[src/rtl/text_pkg.sv]
// rtl/text_pkg.sv - shared constants and types for the text cursor writer
package text_pkg;

    localparam int COLS   = 80;
    localparam int ROWS   = 48;
    localparam int DATA_W = 8;
    localparam int ADDR_W = 12;

    localparam logic [7:0] CH_BS    = 8'h08;
    localparam logic [7:0] CH_LF    = 8'h0A;
    localparam logic [7:0] CH_FF    = 8'h0C;
    localparam logic [7:0] CH_CR    = 8'h0D;
    localparam logic [7:0] CH_BLANK = 8'h00;

    typedef enum logic {
        ST_CLEAR = 1'b0,
        ST_IDLE  = 1'b1
    } state_t;

endpackage

[src/rtl/text_addr_calc.sv]
// rtl/text_addr_calc.sv - combinational (row, col) to linear character memory address
// Ports:
//   row_i  - cursor row
//   col_i  - cursor column
//   addr_o - row*COLS+col at ADDR_W width
module text_addr_calc #(
    parameter int COLS   = text_pkg::COLS,
    parameter int ADDR_W = text_pkg::ADDR_W
) (
    input  logic [5:0]        row_i,
    input  logic [6:0]        col_i,
    output logic [ADDR_W-1:0] addr_o
);

    // Multiply by a constant; with COLS=80 this reduces to (row<<6)+(row<<4).
    assign addr_o = ADDR_W'(row_i) * ADDR_W'(COLS) + ADDR_W'(col_i);

endmodule

[src/rtl/text_cursor_writer.sv]
// rtl/text_cursor_writer.sv - byte stream to character memory writes with cursor tracking
// Ports:
//   clk, rst          - clock, asynchronous active-high reset
//   rx_data/valid     - incoming character/control byte
//   rx_ready          - high in IDLE, a byte is accepted on rx_valid&&rx_ready
//   wr_en/addr/data   - registered one-cycle write into character memory
//   cursor_col/row    - current cursor position
//   busy              - high while the clear sweep runs
module text_cursor_writer #(
    parameter int COLS   = text_pkg::COLS,
    parameter int ROWS   = text_pkg::ROWS,
    parameter int DATA_W = text_pkg::DATA_W,
    parameter int ADDR_W = text_pkg::ADDR_W
) (
    input  logic              clk,
    input  logic              rst,
    input  logic [DATA_W-1:0] rx_data,
    input  logic              rx_valid,
    output logic              rx_ready,
    output logic              wr_en,
    output logic [ADDR_W-1:0] wr_addr,
    output logic [DATA_W-1:0] wr_data,
    output logic [6:0]        cursor_col,
    output logic [5:0]        cursor_row,
    output logic              busy
);
    import text_pkg::*;

    localparam int CELLS = COLS * ROWS;

    state_t            state_q, state_d;
    logic [ADDR_W-1:0] cnt_q, cnt_d;
    logic [6:0]        col_q, col_d;
    logic [5:0]        row_q, row_d;
    logic              wr_en_q, wr_en_d;
    logic [ADDR_W-1:0] wr_addr_q, wr_addr_d;
    logic [DATA_W-1:0] wr_data_q, wr_data_d;

    logic [ADDR_W-1:0] here_addr, back_addr;
    logic [6:0]        back_col;
    logic [5:0]        back_row, next_row;
    logic              at_origin, printable;

    // Backspace target: one cell earlier, wrapping to the end of the previous row.
    assign back_col  = (col_q == 7'd0) ? 7'(COLS - 1) : col_q - 7'd1;
    assign back_row  = (col_q == 7'd0) ? row_q - 6'd1 : row_q;
    assign next_row  = (row_q == 6'(ROWS - 1)) ? 6'd0 : row_q + 6'd1;
    assign at_origin = (col_q == 7'd0) && (row_q == 6'd0);
    assign printable = (rx_data >= DATA_W'(8'h20)) && (rx_data <= DATA_W'(8'h7E));

    text_addr_calc #(.COLS(COLS), .ADDR_W(ADDR_W)) u_here (
        .row_i  (row_q),
        .col_i  (col_q),
        .addr_o (here_addr)
    );

    text_addr_calc #(.COLS(COLS), .ADDR_W(ADDR_W)) u_back (
        .row_i  (back_row),
        .col_i  (back_col),
        .addr_o (back_addr)
    );

    always_comb begin
        state_d   = state_q;
        cnt_d     = cnt_q;
        col_d     = col_q;
        row_d     = row_q;
        wr_en_d   = 1'b0;
        wr_addr_d = wr_addr_q;
        wr_data_d = wr_data_q;
        case (state_q)
            ST_CLEAR: begin
                wr_en_d   = 1'b1;
                wr_addr_d = cnt_q;
                wr_data_d = DATA_W'(CH_BLANK);
                if (cnt_q == ADDR_W'(CELLS - 1)) begin
                    state_d = ST_IDLE;
                    cnt_d   = '0;
                    col_d   = 7'd0;
                    row_d   = 6'd0;
                end else begin
                    cnt_d = cnt_q + 1'b1;
                end
            end
            ST_IDLE: begin
                if (rx_valid) begin
                    if (printable) begin
                        wr_en_d   = 1'b1;
                        wr_addr_d = here_addr;
                        wr_data_d = rx_data;
                        if (col_q == 7'(COLS - 1)) begin
                            col_d = 7'd0;
                            row_d = next_row;
                        end else begin
                            col_d = col_q + 7'd1;
                        end
                    end else if (rx_data == DATA_W'(CH_LF) || rx_data == DATA_W'(CH_CR)) begin
                        col_d = 7'd0;
                        row_d = next_row;
                    end else if (rx_data == DATA_W'(CH_BS)) begin
                        if (!at_origin) begin
                            wr_en_d   = 1'b1;
                            wr_addr_d = back_addr;
                            wr_data_d = DATA_W'(CH_BLANK);
                            col_d     = back_col;
                            row_d     = back_row;
                        end
                    end else if (rx_data == DATA_W'(CH_FF)) begin
                        state_d = ST_CLEAR;
                        cnt_d   = '0;
                    end
                end
            end
            default: state_d = ST_CLEAR;
        endcase
    end

    always_ff @(posedge clk or posedge rst) begin
        if (rst) begin
            state_q   <= ST_CLEAR;
            cnt_q     <= '0;
            col_q     <= 7'd0;
            row_q     <= 6'd0;
            wr_en_q   <= 1'b0;
            wr_addr_q <= '0;
            wr_data_q <= '0;
        end else begin
            state_q   <= state_d;
            cnt_q     <= cnt_d;
            col_q     <= col_d;
            row_q     <= row_d;
            wr_en_q   <= wr_en_d;
            wr_addr_q <= wr_addr_d;
            wr_data_q <= wr_data_d;
        end
    end

    assign rx_ready   = (state_q == ST_IDLE);
    assign busy       = (state_q == ST_CLEAR);
    assign wr_en      = wr_en_q;
    assign wr_addr    = wr_addr_q;
    assign wr_data    = wr_data_q;
    assign cursor_col = col_q;
    assign cursor_row = row_q;

endmodule

[config.mk]
export PLATFORM = sky130hd
export DESIGN_NAME = text_cursor_writer
export DESIGN_NICKNAME = d
export VERILOG_FILES = /design/src/rtl/text_pkg.sv /design/src/rtl/text_addr_calc.sv /design/src/rtl/text_cursor_writer.sv
export SDC_FILE = /design/constraint.sdc
export NUM_CORES = 1
export LEC_CHECK = 0
export CELL_PAD_IN_SITES_DETAIL_PLACEMENT = 0
export CELL_PAD_IN_SITES_GLOBAL_PLACEMENT = 1
export CORE_ASPECT_RATIO = 1.4
export CORE_MARGIN = 2
export CORE_UTILIZATION = 30
export CTS_BUF_LIST = sky130_fd_sc_hd__clkbuf_2 sky130_fd_sc_hd__clkbuf_4 sky130_fd_sc_hd__clkbuf_8
export CTS_CLUSTER_DIAMETER = 60
export DETAILED_ROUTE_END_ITERATION = 12
export PLACE_DENSITY_LB_ADDON = 0.1
export SETUP_SLACK_MARGIN = 0.02
export SYNTH_ARGS = -nofsm -noshare
export SYNTH_HDL_FRONTEND = slang
export SYNTH_SLANG_ARGS = --single-unit
[constraint.sdc]
create_clock -name clk -period 4.75 [get_ports clk]
set_input_delay 0.95 -clock clk [delete_from_list [all_inputs] [get_ports clk]]
set_output_delay 0.95 -clock clk [all_outputs]
set_load 0.01 [all_outputs]
# After elaboration in Yosys (flattened, before gate mapping)
# Index checks and enable logic that the tools add are counted.
dict set report classes {
  addsub 7
  n_mul 2
  order_cmp 2
  eq_ne 19
  n_mux 51
  n_bitwise 1
  reduce_logical 9
}
# op n
set op_table {}
lappend op_table {{two-way mux 12 bit} 11}
lappend op_table {{two-way mux 7 bit} 8}
lappend op_table {{two-way mux 6 bit} 9}
lappend op_table {{case mux 12 bit (2 select lines)} 2}
lappend op_table {{two-way mux 8 bit} 5}
lappend op_table {{== test 8 x 4 -> 1 bit (second input constant)} 4}
lappend op_table {{adder 12 x 7 -> 12 bit} 2}
lappend op_table {{multiplier 6 x 3 -> 8 bit (second input constant)} 2}
lappend op_table {{case mux 8 bit (2 select lines)} 1}
lappend op_table {{case mux 7 bit (2 select lines)} 1}
lappend op_table {{adder 12 x 1 -> 12 bit (second input constant)} 1}
lappend op_table {{== test 12 bit (second input constant)} 1}
lappend op_table {{case mux 6 bit (2 select lines)} 1}
lappend op_table {{two-way mux 1 bit} 11}
lappend op_table {{AND reduction 5 bit} 2}
lappend op_table {{>= comparator 8 x 6 -> 1 bit (second input constant)} 1}
lappend op_table {{<= comparator 8 x 7 -> 1 bit (second input constant)} 1}
lappend op_table {{!= test 2 bit (second input constant)} 4}
lappend op_table {{AND reduction 4 bit} 2}
lappend op_table {{adder 7 x 1 -> 7 bit (second input constant)} 1}
lappend op_table {{== test 7 bit (second input constant)} 1}
lappend op_table {{zero test 7 bit} 1}
lappend op_table {{subtractor 7 x 1 -> 7 bit (second input constant)} 1}
lappend op_table {{adder 6 x 1 -> 6 bit (second input constant)} 1}
lappend op_table {{other kinds (13)} 17}
dict set report totals {
  regBits 47
  inputBits 11
  word_cells 98
}

# Longest topological paths before layout
# Gate-level depths: netlist (run 1).
dict set report logic_depth {
  word_depth 10
  ltp_mapped 18
  mapped_depth_nobuf 16
}

# By module
# Synthesis (run 1) repeated with hierarchy kept, for this count alone.
dict set report unflattened {
  hier_cells 446
  area_unflattened_um2 3776.1
}
# module n_inst cells_per_inst area_per_inst_um2
set modules_own_cells {}
lappend modules_own_cells {text_cursor_writer 1 362 3017.9}
lappend modules_own_cells {text_addr_calc 2 42 379.1}

# Least setup slack after synthesis (run 1)
# OpenSTA, ideal clock, no wires.
dict set report synth_path {
  kind {flip-flop to flip-flop}
  from {reg col_q[0], in the netlist cursor_col[0]}
  to {reg wr_addr_q[9], in the netlist wr_addr[9]}
  t_arrival_ns 4.037
  setup_slack_ns 0.578
  path_stages_with_launch 19
  period_less_slack_ns 4.172
  path_cell_list {dfrtp_1 > inv_1 > ha_1 > or3b_4 > buf_6 > or4_4 > buf_6 > nor4_4 > xnor2_1 > xnor2_1 > ha_1 > fa_1 > and3_1 > a32o_1 > or2_2 > a31oi_1 > o31ai_1 > o21ai_0 > o21ai_0}
}
dict set report synth_via {
  elab_chain_len 10
}
# item line
set synth_lines {}
lappend synth_lines {{start, declared} text_cursor_writer.sv:33} ;# logic [6:0] col_q, col_d;
lappend synth_lines {{start signal, assigned} text_cursor_writer.sv:130} ;# col_q <= col_d;
lappend synth_lines {{zero test 7 bit} {text_cursor_writer.sv:45, text_cursor_writer.sv:46, text_cursor_writer.sv:48}}
lappend synth_lines {{two-way mux 6 bit} text_cursor_writer.sv:46} ;# assign back_row = (col_q == 7'd0) ? row_q - 6'd1 : row_q;
lappend synth_lines {{multiplier 6 x 3 -> 8 bit} text_addr_calc.sv:16} ;# assign addr_o = ADDR_W'(row_i) * ADDR_W'(COLS) + ADDR_W'(col_i);
lappend synth_lines {{adder 12 x 7 -> 12 bit} text_addr_calc.sv:16}
lappend synth_lines {{two-way mux 12 bit} text_cursor_writer.sv:101} ;# if (!at_origin) begin
lappend synth_lines {{two-way mux 12 bit} text_cursor_writer.sv:100} ;# end else if (rx_data == DATA_W'(CH_BS)) begin
lappend synth_lines {{two-way mux 12 bit} text_cursor_writer.sv:97} ;# end else if (rx_data == DATA_W'(CH_LF) || rx_data == DATA_W'(CH_CR)) begin
lappend synth_lines {{two-way mux 12 bit} text_cursor_writer.sv:87} ;# if (printable) begin
lappend synth_lines {{two-way mux 12 bit} text_cursor_writer.sv:86} ;# if (rx_valid) begin
lappend synth_lines {{case mux 12 bit (2 select lines)} text_cursor_writer.sv:71} ;# case (state_q)
lappend synth_lines {{end signal, assigned} text_cursor_writer.sv:133} ;# wr_addr_q <= wr_addr_d;
lappend synth_lines {{end, declared} text_cursor_writer.sv:36} ;# logic [ADDR_W-1:0] wr_addr_q, wr_addr_d;
# Several ways; a longest one is shown, not always the timed one. The select of a mux whose other input is x is not followed.
# A chain may end at the register's enable or synchronous reset.

# Worst setup path in the final report (run 1)
# Ends and elaborated chain as after synthesis.

==> results of run 1 <==
==> cells by family after synthesis <==
logic type	after synthesis	synth area share
multiplexers	1	0.00272
AND/OR/NAND/NOR	165	0.223
buffers and inverters	44	0.0534
adder cells (fa/ha/maj)	29	0.107
XOR/XNOR	29	0.0691
AO/OA/AOI/OAI	128	0.225
flip-flops	47	0.320
==> worst paths after layout <==
path                               to          start  slack (ns)
setup / recovery           wr_addr[9]  cursor_col[0]        0.31
hold / removal             wr_data[2]     wr_data[2]        0.48
setup reg to reg           wr_addr[9]  cursor_col[0]        0.31
hold reg to reg            wr_data[2]     wr_data[2]        0.48
max in group asynchronous  wr_data[7]            rst        3.03
min in group asynchronous  wr_data[0]            rst        0.93
==> cells in the final DEF (no fill, tap or decap), types with 5 or more instances in the layout <==
cell              n
a21o_1            9
a21oi_1          30
a22o_1            8
a31oi_1           5
and3_1           10
buf_4            10
clkbuf_8          7
clkdlybuf4s50_1  46
dfrtp_1          47
ha_1             25
inv_1            17
nand2_1          65
nand3_1          12
nand4_1           9
nor2_1           30
nor2b_1           5
nor3_1           10
o211ai_1          5
o21ai_0          36
o31ai_1           6
xnor2_1          18
xor2_1           11
==> stage by stage <==
stage          cell area (µm²)  hold WS (ns)  setup WS (ns)  utilization  cells
2_1_floorplan             3680         0.472          0.578            -    443
3_3_place_gp              4280         0.452          0.474        0.360    621
3_5_place_dp              4280         0.459          0.362        0.360    621
4_1_cts                   4380         0.482          0.322        0.369    629
5_1_grt                   4380         0.498         0.0747        0.369    629
6_report                  4380         0.478          0.312        0.369    629
==> registers in the layout, summed over array words and instances, names as in the netlist <==
| name | flops |
|---|---|
| wr_data | 8 |
| cursor_row | 6 |
| wr_addr | 12 |
| cnt_q | 12 |
| wr_en | 1 |
| cursor_col | 7 |
| rx_ready | 1 |
==> power by group through the flow <==
stage	combinational, mW	sequential, mW	clock (mW)
after floorplan	1.24	0.707	0
after global placement	1.78	0.751	0
after detailed placement	1.78	0.753	0
after CTS	1.79	0.745	0.300
after global routing	1.99	0.772	0.316
final	1.76	0.742	0.290
==> worst max-delay path: stages (launching register included) <==
cell and delay (ns):
dfrtp_1 0.49, inv_1 0.11, ha_1 0.22, or3b_4 0.46, or4_4 0.51, nor4_4 0.19
xnor2_1 0.32, xnor2_1 0.13, ha_1 0.25, fa_1 0.52, and3_1 0.18, a32o_1 0.22
or2_2 0.27, a31oi_1 0.16, o31ai_1 0.09, o21ai_0 0.10, o21ai_0 0.08
==> synthesized netlist by cell type (9+ instances only) <==
cell,n
and3_1,10
xor2_1,11
dfrtp_1,47
ha_1,25
clkbuf_1,20
inv_1,18
nand2_1,65
o21ai_0,36
nor3_1,10
a21oi_1,31
nand4_1,9
xnor2_1,18
a21o_1,9
nand3_1,12
nor2_1,30
==> cell type report <==
cell class | count | area [µm²]
Clock buffer | 7 | 96.3
Timing Repair Buffer | 56 | 536
Sequential cell | 47 | 1180
Fill cell | 1279 | 7490
Multi-Input combinational cell | 352 | 2310
Inverter | 19 | 71.3
Tap cell | 147 | 184
Clock inverter | 1 | 7.51
==> metal layers <==
layer  vias to the layer above  wire, µm
met4                         0       138
met2                        58      5960
met1                      1605      4940
met5                         -         0
li1                       1659         -
met3                        10       284
==> flow_summary_export.csv, run 1 <==
group,metric,value,unit
clock_network,post_cts_buffers,0,
timing,grt_setup_unrepaired,"false",
global_routing,grt_pass1_wl,18.4,mm
yosys,synth_top_area_cell,"dfrtp_1",
floorplanning,start_util,0.309,
worst_setup_path,path_max_fanout,9,
timing,tightest_slew,0.947,ns
drt,firstDrtPassIters,4,
worst_setup_path,crit_arrival,4.63,ns
yosys,syn_avg_cell_area,8.30,µm²
timing,clock_skew,0.0173,ns
timing,timing.final.crit_period,4.44,ns
power_and_ir_drop,clkPwrFrac,0.104,
clock_network,root_buffer,"clkbuf_8",
yosys,syn-instance-count,443,
clock_network,hold_buffers,0,
global_routing,antenna_found_initial,0,
timing,fin_tns_setup,0,ns
floorplanning,die_area,13200,µm²
power_and_ir_drop,sequentialPowerShare,0.266,
clock_network,clk_pin_slew_worst_paths,0.11,ns
global_routing,gr-total-overflow,0,
drt,ant_nets,0,
yosys,synthArstFlopShare,1.00,
global_routing,grt_util_met1,0.227,
layout,num_antenna_cells,0,
global_routing,grt_use_met2,0.313,
power_and_ir_drop,power_leakage,1.93,nW
floorplanning,num_rows,47,
yosys,yosys.area.top_type_share,0.320,
yosys,synthFlopType,"dfrtp_1",
global_routing,grt_max_degree,33,
worst_setup_path,reg2reg_depth,16,
worst_setup_path,required,4.94,ns
clock_network,post_cts_resized,0,
placement,hpwl,8.43,mm
power_and_ir_drop,ir_worst_vdd,234,µV
placement,portBuffers,46,
timing,clock.fmax,225,MHz
layout,nNetsFinal,521,
placement,gp_congestion,0.809,
drt,avgRoutedWirePerCell,18.0,µm
yosys,synth_seq_cells,47,
yosys,synth_cell_types,59,
floorplanning,pin_count,47,
power_and_ir_drop,p_sw,1.30,mW
global_routing,grt_busiest_layer,"met2",
drt,drtIter0Drc,124,
clock_network,insertion_delay,0.32,ns
power_and_ir_drop,p_total,2.79,mW
drt,route.vias.total,3332,
clock_network,clock-sinks,47,
worst_setup_path,crit_path_end_kind,"flip-flop",
drt,via_per_inst,5.30,
timing,drv_slew,0,
run,drv_cap,0,
clock_network,cts_tree,"built",
floorplanning,die_x,97.6,µm
timing,hold_violations,0,
yosys,synth_area,3680,µm²
power_and_ir_drop,p_int,1.49,mW
floorplanning,die_height,135,µm
yosys,yosys-top-cells-area,"dfrtp_1 32%, ha_1 8.5%, nand2_1 6.6%",
worst_setup_path,path_class,"reg -> reg",
timing,fin_crit_sh,0.934,
status,outcome,"finished, final reports clean",
worst_hold_path,hold_path_depth,2,
yosys,yosysWarnings,0,
global_routing,grt_util_met3,0.0171,
power_and_ir_drop,pwr-share-comb,0.630,
clock_network,clockBufferDepth,2,
timing,max_slew_margin,0.369,
power_and_ir_drop,power_density,637,nW/µm²
power_and_ir_drop,switching_share,0.467,
clock_network,htree_num_levels,2,
timing,setup_violations,0,
global_routing,grt_pass1_vias,3335,
layout,layout-drive-gt1-share,0.0747,
layout,synthToLayoutAreaGrowth,19.3,%
yosys,synth_edf_count,0,
yosys,synth_nets,483,
drt,wirelength,11.3,mm
worst_setup_path,worstSetupStartpointType,"flip-flop",
yosys,yosysSeqAreaShare,0.320,
floorplanning,core_area,11900,µm²
global_routing,grt_usage,0.175,
drt,drc,0,
worst_hold_path,hold_path_class,"reg -> reg",
clock_network,cts_buffers,5,
(Power assumes the default switching activity.)
==> run 2, diff against run 1 <==
Settings changed: CORE_ASPECT_RATIO 1.4 to 0.8, REMOVE_ABC_BUFFERS set to 1, SKIP_LAST_GASP set to 1.
==> run 2 against run 1 <==
- non-clock buffer count decreased by 2
- routed wire length decreased by 3.2%
- total power decreased by 0.75%
- sequential power increased by 1%
- first-iteration DRC count increased by 66%
- via count unchanged
- clock-buffer cell count decreased by 1
- largest power group unchanged
- critical endpoint unchanged
==> flow_summary_export.csv, run 2 (synthesis gave the netlist of run 1 again) <==
group,metric,value,unit
timing,clock.fmax,228,MHz
worst_hold_path,hold_start,"wr_data[6]",
clock_network,post_cts_resized,0,
layout,multiInputGateArea,2310,µm²
clock_network,htree_num_levels,2,
timing,grt_setup_unrepaired,"false",
drt,wirelength,11.0,mm
placement,hpwl,7.96,mm
drt,via_per_inst,5.27,
clock_network,clk_pin_slew_worst_paths,0.10,ns
timing,setup_violations,0,
timing,tightest_slew,1.05,ns
timing,fin_tns_setup,0,ns
clock_network,clockBufferDepth,2,
drt,route.vias.total,3332,
floorplanning,die_height,103,µm
timing,clock_skew,0.00812,ns
clock_network,cts_tree,"built",
global_routing,grt_max_degree,48,
worst_setup_path,r2r_start,"cursor_col[0]",
floorplanning,core_area,12100,µm²
placement,portBuffers,46,
layout,regArea,1180,µm²
worst_setup_path,worstSetupStartpoint,"cursor_col[0]",
placement,placedInstanceArea,4270,µm²
placement,gp_congestion,0.811,
floorplanning,num_rows,36,
placement,place_ws,0.393,ns
layout,num_antenna_cells,0,
worst_setup_path,worstSetupStartpointType,"flip-flop",
worst_setup_path,crit_path_end_kind,"flip-flop",
clock_network,clock-sinks,47,
layout,synthToLayoutAreaGrowth,18.9,%
clock_network,cts_buffers,5,
global_routing,grt_pass1_wl,17.8,mm
layout,final_cells,632,
global_routing,antenna_found_initial,0,
status,outcome,"finished, final reports clean",
timing,hold_violations,0,
timing,max_slew_margin,0.296,
clock_network,insertion_delay,0.32,ns
timing,hold_slack,0.475,ns
layout,layout_commonest_cell,"nand2_1",
timing,drv_slew,0,
global_routing,grt_usage,0.173,
layout,fill_cells,1274,
clock_network,root_buffer,"clkbuf_8",
drt,ant_nets,0,
power_and_ir_drop,power_density,634,nW/µm²
drt,firstDrtPassIters,4,
timing,fin_crit_sh,0.922,
run,drv_cap,0,
worst_setup_path,crit_arrival,4.59,ns
drt,avgRoutedWirePerCell,17.3,µm
clock_network,hold_buffers,0,
layout,final_cell_mix,"65 x nand2_1, 47 x dfrtp_1, 46 x clkdlybuf4s50_1",
worst_setup_path,path_class,"reg -> reg",
timing,final.setup.worst_slack,0.372,ns
worst_setup_path,required,4.96,ns
layout,nNetsFinal,519,
timing,timing.final.crit_period,4.38,ns
power_and_ir_drop,ir_worst_vdd,177,µV
worst_hold_path,hold_path_class,"reg -> reg",
worst_setup_path,path_max_fanout,9,
drt,drtIter0Drc,206,
floorplanning,die_x,128,µm
floorplanning,start_util,0.305,
power_and_ir_drop,p_total,2.77,mW
clock_network,post_cts_buffers,0,
drt,drc,0,
floorplanning,die_area,13200,µm²
placement,placedCellCount,624,
layout,layout-drive-gt1-share,0.0708,
floorplanning,pin_count,47,
global_routing,gr-total-overflow,0,
power_and_ir_drop,power_leakage,1.92,nW
layout,final_area,4370,µm²
layout,post-route-util,0.362,
global_routing,grt_pass1_vias,3281,
==> run 2: cell types whose count changed in the layout (fill, tap and decap cells not counted), sizes merged <==
cell    previous run  this run
buf               10         8
clkinv             1         2
clkbuf             7         6
==> run 2: worst paths after layout <==
path                                 end  slack (ns)  depth (start not counted)
hold / removal                wr_data[6]        0.47                          2
min in group asynchronous     wr_addr[2]        1.20                          2
max in group asynchronous  cursor_col[5]        2.90                          2
setup / recovery              wr_addr[9]        0.37                         16
hold reg to reg               wr_data[6]        0.47                          2
setup reg to reg              wr_addr[9]        0.37                         16
==> run 2: critical path, cell delays in order, from the launching register on <==
cell,delay (ns)
dfrtp_1,0.49
inv_1,0.13
ha_1,0.22
or3b_4,0.45
or4_4,0.51
nor4_4,0.17
xnor2_1,0.29
xnor2_1,0.12
ha_1,0.25
fa_1,0.51
and3_1,0.18
a32o_1,0.22
or2_2,0.27
a31oi_1,0.16
o31ai_1,0.13
o21ai_0,0.08
o21ai_0,0.09
==> run 2: final cells by class <==
type / instances / area share
Multi-Input combinational cell: 352 / 0.529
Clock buffer: 6 / 0.0189
Tap cell: 152 / 0.0435
Sequential cell: 47 / 0.269
Timing Repair Buffer: 54 / 0.119
Clock inverter: 2 / 0.00372
Inverter: 19 / 0.0163
==> run 2: metal layers <==
layer | routed length [µm] | GRT usage | vias to the layer above
met5 | 0 | 0 | -
met4 | 93 | 0.0363 | 0
met3 | 612 | 0.0327 | 8
met2 | 4720 | 0.255 | 74
met1 | 5530 | 0.262 | 1592
li1 | - | - | 1658
==> run 2: power breakdown <==
group | internal, mW | switching, mW
logic | 0.821 | 0.921
registers | 0.528 | 0.225
clock network | 0.119 | 0.157
